**config.mk**
```make
export PLATFORM = sky130hd
export DESIGN_NAME = sync_fifo_adv
export DESIGN_NICKNAME = d
export VERILOG_FILES = /design/src/rtl/fifo_pkg.sv /design/src/rtl/fifo_ptr_wrap.sv /design/src/rtl/sync_fifo_adv.sv
export SDC_FILE = /design/constraint.sdc
export NUM_CORES = 1
export LEC_CHECK = 0
export CORE_MARGIN = 5
export CORE_UTILIZATION = 59
export DETAILED_ROUTE_END_ITERATION = 8
export GPL_TIMING_DRIVEN = 0
export PLACE_DENSITY = 0.79
export SLEW_MARGIN = 5
export SYNTH_ARGS = -nofsm -noshare
export SYNTH_HDL_FRONTEND = slang
export SYNTH_HIERARCHICAL = 1
export SYNTH_SLANG_ARGS = --single-unit
```
**constraint.sdc**
```tcl
create_clock -name clk -period 4.7 [get_ports clk]
set_clock_uncertainty 0.2 [all_clocks]
set_input_delay 1.41 -clock clk [delete_from_list [all_inputs] [get_ports clk]]
set_output_delay 1.41 -clock clk [all_outputs]
set_load 0.01 [all_outputs]
```
**src/rtl/fifo_pkg.sv**
```systemverilog
// -----------------------------------------------------------------------------
// fifo_pkg
// Shared definitions for the synchronous FIFO family.
//   fifo_mode_e  : read-side behaviour (registered read or first-word-fall-through)
//   count_width  : width of an occupancy counter able to hold 0..depth inclusive
// -----------------------------------------------------------------------------
package fifo_pkg;

  typedef enum logic {
    FIFO_STD  = 1'b0,
    FIFO_FWFT = 1'b1
  } fifo_mode_e;

  // Occupancy must represent both 0 and depth, hence depth+1 states.
  function automatic int count_width(input int depth);
    return $clog2(depth + 1);
  endfunction

endpackage

```
**src/rtl/fifo_ptr_wrap.sv**
```systemverilog
// -----------------------------------------------------------------------------
// fifo_ptr_wrap
// Modulo-DEPTH pointer increment, valid for any DEPTH >= 2 (power of two or not).
// Ports:
//   ptr     in  PTR_W  current pointer value (0..DEPTH-1)
//   adv     in  1      advance request
//   ptr_nxt out PTR_W  ptr+1 wrapped to 0 after DEPTH-1 when adv=1, else ptr
// -----------------------------------------------------------------------------
module fifo_ptr_wrap #(
  parameter int DEPTH = 16,
  parameter int PTR_W = 4
) (
  input  logic [PTR_W-1:0] ptr,
  input  logic             adv,
  output logic [PTR_W-1:0] ptr_nxt
);

  localparam logic [PTR_W-1:0] LAST = PTR_W'(DEPTH - 1);

  always_comb begin
    ptr_nxt = ptr;
    if (adv) begin
      // Explicit compare instead of natural binary rollover so that
      // non-power-of-two depths wrap at the right entry.
      ptr_nxt = (ptr == LAST) ? '0 : ptr + PTR_W'(1);
    end
  end

endmodule

```
**src/rtl/sync_fifo_adv.sv**
```systemverilog
// -----------------------------------------------------------------------------
// sync_fifo_adv
// Single-clock FIFO with occupancy count, programmable almost-full/empty
// thresholds, sticky overflow/underflow flags, peak-occupancy watermark and a
// synchronous flush. Supports a registered-read mode and a first-word-fall-
// through mode, selected by FWFT.
//
// Ports:
//   clk           in   1           rising-edge clock
//   rst_n         in   1           asynchronous active-low reset
//   flush         in   1           synchronous clear of pointers/count/flags
//   wr_en         in   1           write request
//   wr_data       in   DATA_WIDTH  write word
//   full          out  1           count == DEPTH
//   almost_full   out  1           count >= AF_THRESH
//   overflow      out  1           sticky: a write was rejected
//   rd_en         in   1           read request
//   rd_data       out  DATA_WIDTH  read word (registered or head-of-queue)
//   empty         out  1           count == 0
//   almost_empty  out  1           count <= AE_THRESH
//   underflow     out  1           sticky: a read was rejected
//   count         out  CNT_W       current occupancy
//   watermark     out  CNT_W       peak occupancy since last reset/flush
// -----------------------------------------------------------------------------
module sync_fifo_adv
  import fifo_pkg::*;
#(
  parameter int DATA_WIDTH = 8,
  parameter int DEPTH      = 16,
  parameter int FWFT       = 0,
  parameter int AF_THRESH  = DEPTH - 2,
  parameter int AE_THRESH  = 2
) (
  input  logic                         clk,
  input  logic                         rst_n,
  input  logic                         flush,
  input  logic                         wr_en,
  input  logic [DATA_WIDTH-1:0]        wr_data,
  output logic                         full,
  output logic                         almost_full,
  output logic                         overflow,
  input  logic                         rd_en,
  output logic [DATA_WIDTH-1:0]        rd_data,
  output logic                         empty,
  output logic                         almost_empty,
  output logic                         underflow,
  output logic [$clog2(DEPTH+1)-1:0]   count,
  output logic [$clog2(DEPTH+1)-1:0]   watermark
);

  localparam int         CNT_W = count_width(DEPTH);
  localparam int         PTR_W = (DEPTH > 1) ? $clog2(DEPTH) : 1;
  localparam fifo_mode_e MODE  = (FWFT != 0) ? FIFO_FWFT : FIFO_STD;

  localparam logic [CNT_W-1:0] CNT_FULL = CNT_W'(DEPTH);
  localparam logic [CNT_W-1:0] CNT_AF   = CNT_W'(AF_THRESH);
  localparam logic [CNT_W-1:0] CNT_AE   = CNT_W'(AE_THRESH);

  // ---------------------------------------------------------------------------
  // Elaboration-time parameter legality
  // ---------------------------------------------------------------------------
  if (DEPTH < 2) begin : g_bad_depth
    $error("sync_fifo_adv: DEPTH must be >= 2 (got %0d)", DEPTH);
  end
  if (DATA_WIDTH < 1) begin : g_bad_width
    $error("sync_fifo_adv: DATA_WIDTH must be >= 1 (got %0d)", DATA_WIDTH);
  end
  if (!(AE_THRESH > 0 && AE_THRESH < AF_THRESH && AF_THRESH <= DEPTH)) begin : g_bad_thresh
    $error("sync_fifo_adv: need 0 < AE_THRESH(%0d) < AF_THRESH(%0d) <= DEPTH(%0d)",
           AE_THRESH, AF_THRESH, DEPTH);
  end

  // ---------------------------------------------------------------------------
  // State
  // ---------------------------------------------------------------------------
  logic [DATA_WIDTH-1:0] mem [DEPTH];
  logic [PTR_W-1:0]      wr_ptr;
  logic [PTR_W-1:0]      rd_ptr;
  logic [PTR_W-1:0]      wr_ptr_nxt;
  logic [PTR_W-1:0]      rd_ptr_nxt;
  logic [CNT_W-1:0]      count_q;
  logic [CNT_W-1:0]      count_nxt;
  logic [CNT_W-1:0]      watermark_q;
  logic                  overflow_q;
  logic                  underflow_q;

  logic                  wr_acc;
  logic                  rd_acc;

  // ---------------------------------------------------------------------------
  // Status decodes straight off the count register
  // ---------------------------------------------------------------------------
  assign full         = (count_q == CNT_FULL);
  assign empty        = (count_q == '0);
  assign almost_full  = (count_q >= CNT_AF);
  assign almost_empty = (count_q <= CNT_AE);
  assign count        = count_q;
  assign watermark    = watermark_q;
  assign overflow     = overflow_q;
  assign underflow    = underflow_q;

  // ---------------------------------------------------------------------------
  // Acceptance. Flush masks both requests. A write into a full FIFO is allowed
  // only when a read frees an entry in the same cycle; a read of an empty FIFO
  // is never allowed, even alongside a write.
  // ---------------------------------------------------------------------------
  assign rd_acc = rd_en && !empty && !flush;
  assign wr_acc = wr_en && !flush && (!full || rd_acc);

  always_comb begin
    count_nxt = count_q;
    unique case ({wr_acc, rd_acc})
      2'b10:   count_nxt = count_q + CNT_W'(1);
      2'b01:   count_nxt = count_q - CNT_W'(1);
      default: count_nxt = count_q;
    endcase
  end

  fifo_ptr_wrap #(
    .DEPTH (DEPTH),
    .PTR_W (PTR_W)
  ) u_wr_wrap (
    .ptr     (wr_ptr),
    .adv     (wr_acc),
    .ptr_nxt (wr_ptr_nxt)
  );

  fifo_ptr_wrap #(
    .DEPTH (DEPTH),
    .PTR_W (PTR_W)
  ) u_rd_wrap (
    .ptr     (rd_ptr),
    .adv     (rd_acc),
    .ptr_nxt (rd_ptr_nxt)
  );

  // ---------------------------------------------------------------------------
  // Storage: never reset, untouched by flush
  // ---------------------------------------------------------------------------
  always_ff @(posedge clk) begin
    if (wr_acc) begin
      mem[wr_ptr] <= wr_data;
    end
  end

  // ---------------------------------------------------------------------------
  // Control registers
  // ---------------------------------------------------------------------------
  always_ff @(posedge clk or negedge rst_n) begin
    if (!rst_n) begin
      wr_ptr      <= '0;
      rd_ptr      <= '0;
      count_q     <= '0;
      watermark_q <= '0;
      overflow_q  <= 1'b0;
      underflow_q <= 1'b0;
    end else if (flush) begin
      wr_ptr      <= '0;
      rd_ptr      <= '0;
      count_q     <= '0;
      watermark_q <= '0;
      overflow_q  <= 1'b0;
      underflow_q <= 1'b0;
    end else begin
      wr_ptr  <= wr_ptr_nxt;
      rd_ptr  <= rd_ptr_nxt;
      count_q <= count_nxt;
      if (count_nxt > watermark_q) begin
        watermark_q <= count_nxt;
      end
      if (wr_en && !wr_acc) begin
        overflow_q <= 1'b1;
      end
      if (rd_en && empty) begin
        underflow_q <= 1'b1;
      end
    end
  end

  // ---------------------------------------------------------------------------
  // Read port
  // ---------------------------------------------------------------------------
  if (MODE == FIFO_STD) begin : g_std_read
    logic [DATA_WIDTH-1:0] rd_data_p1;

    // Stage p0 -> p1: head word captured on an accepted read, held otherwise
    always_ff @(posedge clk or negedge rst_n) begin
      if (!rst_n) begin
        rd_data_p1 <= '0;
      end else if (rd_acc) begin
        rd_data_p1 <= mem[rd_ptr];
      end
    end

    assign rd_data = rd_data_p1;
  end else begin : g_fwft_read
    // Head word presented combinationally; meaningless while empty.
    assign rd_data = mem[rd_ptr];
  end

endmodule

```
**After elaboration in Yosys (flattened, before gate mapping)**

Memories as Yosys holds them, arrays and structs flattened. A register that Yosys moved wholly into a read port is not among the register bits.
Cells that the tools add are included.
W data, S select, Z words.

- $add $sub $neg: 4
- $lt $le $gt $ge: 3
- Mux-type cells: 16
- Reduce and logical (&&, ||, !) cells: 18
- Equal/unequal tests: 5

Operator list:

| cell | count |
|---|---|
| $mux W4 | 6 |
| $mux W5 | 3 |
| $pmux W5 S2 | 1 |
| $reduce_bool A2 Y1 | 5 |
| $add A4 B1 Y4 const B | 2 |
| $eq A4 B4 Y1 const B | 2 |
| $logic_and A1 B1 Y1 | 6 |
| $mux W1 | 6 |
| $add A5 B1 Y5 const B | 1 |
| $eq A5 B5 Y1 const B | 1 |
| $ge A5 B4 Y1 const B | 1 |
| $gt A5 B5 Y1 | 1 |
| $le A5 B2 Y1 const B | 1 |
| $logic_not A1 Y1 | 5 |
| $logic_not A5 Y1 | 1 |
| $sub A5 B1 Y5 const B | 1 |
| $eq A2 B1 Y1 const B | 1 |
| $eq A2 B2 Y1 const B | 1 |
| $logic_or A1 B1 Y1 | 1 |

- Bits in registers: 20
- Output and inout bits: 24
- Memories: 1
- Logic and storage cells: 53
- RAM bits: 128
- Input bits: 13

Memory list:

| memory | words | bits a word | read ports | clocked after Yosys merged registers in | write ports | RTL line | source |
|---|---|---|---|---|---|---|---|
| mem | 16 | 8 | 1 | 1 | 1 | sync_fifo_adv.sv:76 | `logic [DATA_WIDTH-1:0] mem [DEPTH];` |

**Depth between registers and ports, before layout**

Gate-level depths: netlist of run 1.

- Depth after elaboration: 11
- Depth in mapped cells: 17
- Gate-level depth less buffers: 16

**Modules after synthesis**

The synthesis of run 1 kept the hierarchy.

By module, submodules not included:

| module | instances | seq. area each (um^2) | area each (um^2) | cells each |
|---|---|---|---|---|
| sync_fifo_adv | 1 | 4544.4 | 6517.5 | 377 |
| fifo_ptr_wrap | 2 | 0.0 | 70.1 | 8 |

**Worst setup path before layout of run 1**

OpenSTA, ideal clock, no wires.

- Kind: input port to flip-flop
- Start: in rd_en
- End: reg watermark_q[3], in the netlist watermark[3]
- Setup slack: 0.047 ns
- Required time: 4.379 ns
- Stages: 14
- Arrival time: 4.332 ns
- Cells stage by stage: nor2b_1 o21ai_1 or2_2 fa_1 nand2b_1 a21oi_1 o211ai_1 o31a_2 o31ai_1 ha_1 and3_1 a32oi_1 nor2_1 a22o_1

- Cells in the longest elaborated chain, start to end: 8

RTL lines:

| item | RTL line | source |
|---|---|---|
| start, declared | sync_fifo_adv.sv:42 | `input logic rd_en,` |
| $logic_and A1 B1 Y1 * (2 in a row) | sync_fifo_adv.sv:107 | `assign rd_acc = rd_en && !empty && !flush;` |
| $logic_or A1 B1 Y1 | sync_fifo_adv.sv:108 | `assign wr_acc = wr_en && !flush && (!full \|\| rd_acc);` |
| $logic_and A1 B1 Y1 | sync_fifo_adv.sv:108 |  |
| $eq A2 B1 Y1 or $eq A2 B2 Y1 (tied branches) | sync_fifo_adv.sv:112 | `unique case ({wr_acc, rd_acc})` |
| $pmux W5 S2 * | sync_fifo_adv.sv:112 |  |
| $gt A5 B5 Y1 or $mux W5 (tied branches) | sync_fifo_adv.sv:168 | `if (count_nxt > watermark_q) begin` |
| $reduce_bool A2 Y1 (no line) or $mux W5 (tied branches) | - |  |
| end signal, assigned | sync_fifo_adv.sv:169 | `watermark_q <= count_nxt;` |
| end, declared | sync_fifo_adv.sv:83 | `logic [CNT_W-1:0] watermark_q;` |

Every way passes the cells marked *; elsewhere a longest branch is shown, timed or not. The select of a mux whose other input is x is not followed.
A chain may end at the register's enable or synchronous reset.

**Worst setup path after layout of run 1**

Same ends and word-level chain as after synthesis.

==> summary.md, run 1 <==
| Metric | Value |
|---|---|
| Post-synth EDFFs | 128 |
| Ys Warns | 6 |
| Drt initial violations | 329 |
| Total number of vias | 3,747 |
| Total CTS buffers | 17 |
| I/O pin count | 37 |
| DRC | 0 |
| Min-Delay Path Class | register to register |
| Via density | 6.20 |
| Core Region | 10,900 µm² |
| Routed WL | 13,700 µm |
| Leakage power | 2.72 nW |
| Measured slew at the worst slew-check pin | 1.30 ns |
| Synth Instances | 393 |
| Crit path to | watermark[3] |
| Main area contributors after synthesis | edfxtp_1 (58%), mux4_2 (11%), dfrtp_1 (11%) |
| Critical Path AT | 4.59 ns |
| Syn Nets | 417 |
| ANT cells | 0 |
| Final net count | 475 |
| Critical path class | input pin to register |
| Critical Path Start Type | input pin |
| R2r startpoint | count[4] |
| Clk_lat worst skew | 0.42 ns |
| Final ANT Viol Nets | 0 |
| Worst-path clk slew | 0.06 ns |
| Reg area | 4540 µm² |
| Hold-fix buffers at CTS | 0 |
| Period minus WS final | 4.48 ns |
| Overall Power | 3.53 mW |
| Maximum vdd drop | 0.376 mV |
| Initial antenna violation count | 0 |
| Synth Cell Area | 6660 µm² |
| Synth cell count leaders | edfxtp_1 (128), mux4_2 (32), nor2_1 (32) |
| Row count | 38 |
| Grt ovf | 0 |
| Setup-failing EPs final | 0 |
| Yosys cell types | 59 |
| CP required | 4.81 ns |
| Routability Congestion | 0.838 |
| Seq/Total Area, Yosys | 0.683 |
| Reg-to-reg slack, setup | 0.78 ns |
| Register bit total from synthesis | 156 |
| Pin count of the biggest net entering global routing | 29 |
| Status | complete, no violations |
| # Max-Cap Violations | 0 |
| WL/cell | 22.7 µm |
| Final Max Tran Viols | 0 |
| Post-synth ARST share | 0.179 |
| Syn avg cell area | 16.9 µm² |
| Critical path origin | rd_en |
| Share of the synthesized area in the top cell type | 0.577 |
| Power per cell area | 448 nW/µm² |
| Top-count cell post-synth | edfxtp_1 |
| Slew margin rel. | 0.130 |
| Fillers | 691 |
| Area Overhead vs Synth | 18.5% |
| Vias in the first global route | 3,983 |
| Pre-Repair DR Iteration Count | 5 |
| Crit share post-route | 0.953 |
| FF-to-FF path depth | 16 |
| Multi-input gate area | 2060 µm² |
| Final hold violation count | 0 |
| GRT Resource Usage Total | 0.223 |
| Htree depth | 4 |
| CTS tree | yes |
| CP max FO | 9 |
| Final std cells w/o fill | 604 |
| RSZ-0062 raised after global routing | false |
| Placed Instances | 568 |
| Layout cells sized above 1 | 0.224 |
| Yosys top cell by area | edfxtp_1 |
| R2r endpoint | watermark[4] |
| Die Height | 116 µm |
| Most used DFF post-synth | edfxtp_1 |
| Effective utilization at floorplan | 0.609 |
| Root buf cell | clkbuf_16 |
| Sink Count | 156 |
| DP Wirelength | 8900 µm |
| Crit. End Element | register |
| DIE WIDTH | 116 µm |
| Die area | 13,500 µm² |
| Max Root-Sink Buffers | 2 |
| Port Buffers | 35 |
| First-pass GRT wire length | 21,900 µm |
| Achievable frequency | 0.223 GHz |
## power breakdown
group	switching (mW)	leakage (nW)	internal, mW
clock network	0.549	0.294	0.837
logic	0.270	0.914	0.272
registers	0.0488	1.51	1.56
## flip-flops by register name, summed over array words and instances, names as in the netlist
register	count
underflow	1
overflow	1
rd_ptr	4
mem	128
count	5
rd_data	8
watermark	5
wr_ptr	4
## critical path: stages
cell and delay [ns]:
clkbuf_2 0.19, nor2b_2 0.23, o21ai_2 0.09, or2_4 0.25, fa_2 0.41, xnor2_2 0.17, or3_4 0.36, a31oi_4 0.25
inv_1 0.07, ha_1 0.27, and3_1 0.19, o21ai_0 0.11, a32oi_2 0.23, nor2_2 0.11, a22o_1 0.26
## what timing repair did
action | in CTS | in global routing
cloned | 0 | 0
setup endpoints to repair | 5 | 5
setup buffers | 2 | 2
pin swaps | 2 | 4
resized for setup | 11 | 10
## cell type report
class                           instances  share of cell area
Multi-Input combinational cell        207               0.262
Clock buffer                           18              0.0544
Clock inverter                         14              0.0212
Buffer                                 17              0.0111
Inverter                               13             0.00618
Sequential cell                       156               0.576
Tap cell                              140              0.0222
Timing Repair Buffer                   39              0.0473
## placed cells by master, fill, tap and decap left out, drive strengths merged, types with 10 or more instances in the layout
cell type / netlist / layout
edfxtp: 128 / 128
mux4: 32 / 32
clkdlybuf4s50: 0 / 32
nor2: 32 / 32
dfrtp: 28 / 28
clkbuf: 6 / 25
mux2i: 18 / 18
buf: 11 / 16
inv: 12 / 15
nor2b: 10 / 10
ha: 10 / 10
## through the flow
step | TNS (ns) | setup slack, ns | utilization | cell area, µm² | hold WS [ns]
finish | 0 | 0.223 | 0.722 | 7890 | 0.292
global route | 0 | 0.150 | 0.722 | 7890 | 0.341
CTS | 0 | 0.000225 | 0.718 | 7850 | 0.297
detailed placement | -5.29 | -1.12 | 0.657 | 7190 | 0.282
global placement | -5.11 | -1.08 | 0.657 | 7180 | 0.277
floorplan | 0 | 0.0470 | - | 6660 | 0.326
## per-layer routing
layer	part of all wire	track usage	wire, µm
met2	0.51	0.368	7020
met4	0.022	0.0843	299
met5	0	0	0
met3	0.065	0.0632	898
met1	0.40	0.285	5490
## cells by family after synthesis
group                    Yosys count  share of synthesized area
multiplexers                      52                      0.139
AO/OA/AOI/OAI                     53                     0.0609
XOR/XNOR                           7                    0.00921
buffers and inverters             30                     0.0205
flip-flops                       156                      0.683
adder cells (fa/ha/maj)           11                     0.0218
AND/OR/NAND/NOR                   84                     0.0663
## how the worst min path moves through the flow
stage	from	end	slack, ns	cells past startpoint
floorplan	underflow	underflow	0.33	2
global placement	underflow	underflow	0.28	2
detailed placement	underflow	underflow	0.28	2
CTS	underflow	underflow	0.30	2
global route	overflow	overflow	0.34	2
finish	underflow	underflow	0.29	2
No activity file was read; power rests on OpenSTA's default activity.
==> run 2: changes to the inputs <==
- CORE_UTILIZATION: 59 -> 63
- DONT_BUFFER_PORTS: not set -> 1
==> run 2 against run 1 <==
  * Combinational power fell by 37%
  * Global-route usage is 0.68 points higher
  * Sequential cell count stayed put
  * Utilization rose by 0.40 points
  * Critical path depth is 1 lower
  * Count of clock-buffer cells in the layout fell by 1
  * Via count fell by 3.4%
  * First-iteration DRC count increased by 58%
  * Critical path type unchanged
  * Highest routed layer unchanged
==> summary.md, run 2 (synthesized netlist as in run 1, its figures left out) <==
| Metric | Value |
|---|---|
| I/O pin count | 37 (unchanged) |
| Max Root-Sink Buffers | 2 (unchanged) |
| ANT cells | 0 (unchanged) |
| DP Wirelength | 8590 µm (-3.4%) |
| Reg-to-reg slack, setup | 0.43 ns (-0.35 ns) |
| First-pass GRT wire length | 21,600 µm (-1.3%) |
| Drt initial violations | 519 (+58%) |
| Clk_lat worst skew | 0.52 ns (+0.10 ns) |
| Power per cell area | 460 nW/µm² (+2.7%) |
| Via density | 6.45 (+4.0%) |
| Total CTS buffers | 17 (unchanged) |
| Measured slew at the worst slew-check pin | 1.38 ns (+0.0845 ns) |
| WL/cell | 24.5 µm (+7.7%) |
| Commonest non-fill, non-tap cell in the layout | edfxtp_1 |
| Area Overhead vs Synth | 12.5% |
| Achievable frequency | 0.225 GHz (+0.76%) |
| Post-CTS setup buffer count | 0 (-2) |
| Initial antenna violation count | 0 (unchanged) |
| Port Buffers | 0 (-100%) |
| Total number of vias | 3,619 (-3.4%) |
| Top reg by flops | mem |
| Crit path setup slack, layout | 0.256 ns (+0.0338 ns) |
| Setup TNS | 0 ns (unchanged) |
| Crit path to | watermark[4] |
| Comb pwr share | 0.100 (-0.053) |
| Pin count of the biggest net entering global routing | 29 (unchanged) |
| R2r startpoint | count[4] |
| Routability Congestion | 0.837 (about the same) |
| RSZ-0062 raised after global routing | false |
| Critical path class | input pin to register |
| Final ANT Viol Nets | 0 (unchanged) |
| Slew margin rel. | 0.0727 (-0.0568) |
| Crit share post-route | 0.945 (-0.00718) |
| Row count | 37 (-2.6%) |
| Dpl ws | -0.406 ns (+0.709 ns) |
| Final net count | 436 (-8.2%) |
| Root buf cell | clkbuf_8 |
| Sink Count | 156 (unchanged) |
| Final Max Tran Viols | 0 (unchanged) |
| CP required | 4.90 ns (+0.09 ns) |
| Setup-failing EPs final | 0 (unchanged) |
| Fillers | 621 (-10%) |
| Core Region | 10,300 µm² (-5.6%) |
| Maximum vdd drop | 0.319 mV (-15%) |
| Layout cells sized above 1 | 0.209 (-0.0147) |
| Reg area | 4540 µm² (unchanged) |
| Internal Power | 2.60 mW (-2.6%) |
| CTS tree | yes |
| Status | complete, no violations |
| Max reg flops | 128 (unchanged) |
| Leakage power | 2.56 nW (-5.8%) |
| Final hold violation count | 0 (unchanged) |
| Min-Delay Path Class | register to register |
| Die Height | 113 µm (-2.9%) |
| R2r endpoint | watermark[4] |
| Critical path origin | rd_en |
| CP max FO | 9 (unchanged) |
| Sequential power share | 0.475 (+0.020) |
| Pre-Repair DR Iteration Count | 5 (unchanged) |
| Hold Path Stages | 2 (unchanged) |
| FF-to-FF path depth | 16 (unchanged) |
| Htree depth | 4 (unchanged) |
| Die area | 12,700 µm² (-5.8%) |
| Sw Pwr | 847 µW (-2.3%) |
| Routed WL | 13,700 µm (about the same) |
| Effective utilization at floorplan | 0.645 (+0.0361) |
| Most frequent cells in the layout | edfxtp_1 (128), nor2_1 (32), mux4_2 (32) |
| Critical Path AT | 4.65 ns (+0.06 ns) |
| DRC | 0 (unchanged) |
| Crit. End Element | register |
| Clock power share | 0.425 (+0.033) |
| Vias in the first global route | 3,831 (-3.8%) |
| Critical Path Start Type | input pin |
| GRT Resource Usage Total | 0.230 (+0.00681) |
| Grt ovf | 0 (unchanged) |
| Sw Share | 0.246 (+0.000629) |
| DIE WIDTH | 113 µm (-2.9%) |
| Multi-input gate area | 2000 µm² (-3.2%) |
| # Max-Cap Violations | 0 (unchanged) |
| Period minus WS final | 4.44 ns (-0.0338 ns) |
| Worst-path clk slew | 0.07 ns (about the same) |
==> run 2: cell types whose count changed in the layout (fill, tap and decap cells not counted), moves of 2 or more <==
cell             delta
clkdlybuf4s50_1    -32
buf_4               -4
inv_6               +5
clkinv_4            -2
clkinv_2            -3
o21ai_0             +2
==> run 2: metal layers <==
| metal | track usage | share of wire |
|---|---|---|
| met5 | 0 | 0 |
| met4 | 0.0897 | 0.024 |
| met3 | 0.0583 | 0.066 |
| met2 | 0.397 | 0.53 |
| met1 | 0.280 | 0.38 |
==> run 2: metrics by stage <==
step / hold slack [ns] / power [mW] / instances / utilization / instance area (µm²)
after floorplan: 0.326 / 1.92 / 393 / - / 6660
after global placement: 0.350 / 1.99 / 529 / 0.661 / 6830
after detailed placement: 0.357 / 2.00 / 529 / 0.661 / 6830
after CTS: 0.361 / 3.45 / 561 / 0.723 / 7470
after global routing: 0.348 / 3.57 / 561 / 0.725 / 7490
final: 0.371 / 3.44 / 561 / 0.725 / 7490
==> run 2: worst max-delay path: stages <==
cell	delay (ns)
nor2b_1	0.23
o21ai_1	0.19
or2_2	0.34
fa_1	0.40
nand2b_1	0.20
a21oi_4	0.22
o211ai_1	0.12
o31a_2	0.14
o31ai_1	0.25
ha_1	0.30
and3_1	0.18
a32oi_1	0.25
nor2_1	0.15
a32o_1	0.26
==> run 2: how the worst min path moves through the flow <==
stage,start,endpoint,slack [ns]
floorplan,underflow,underflow,0.33
global placement,underflow,underflow,0.35
detailed placement,underflow,underflow,0.36
CTS,rst_n,watermark[3],0.36
global route,rst_n,watermark[3],0.35
finish,underflow,underflow,0.37
==> run 2: power groups by stage <==
| stage | Sequential [mW] | Clock [mW] | Combinational, mW |
|---|---|---|---|
| detailed placement | 1.67 | 0 | 0.331 |
| CTS | 1.64 | 1.48 | 0.339 |
| finish | 1.64 | 1.46 | 0.343 |
| global route | 1.64 | 1.54 | 0.386 |
| floorplan | 1.65 | 0 | 0.272 |
| global placement | 1.66 | 0 | 0.325 |
==> run 2: cell type report <==
type,instances,area share
Sequential cell,156,0.607
Tap cell,136,0.0227
Inverter,13,0.00652
Clock inverter,15,0.0301
Multi-Input combinational cell,207,0.267
Clock buffer,17,0.0553
Buffer,17,0.0117
==> run 2: repair_timing <==
action | in CTS | in global routing
hold buffers | 0 | 0
gates resized for setup | 0 | 3
endpoints found under the setup margin | 0 | 5
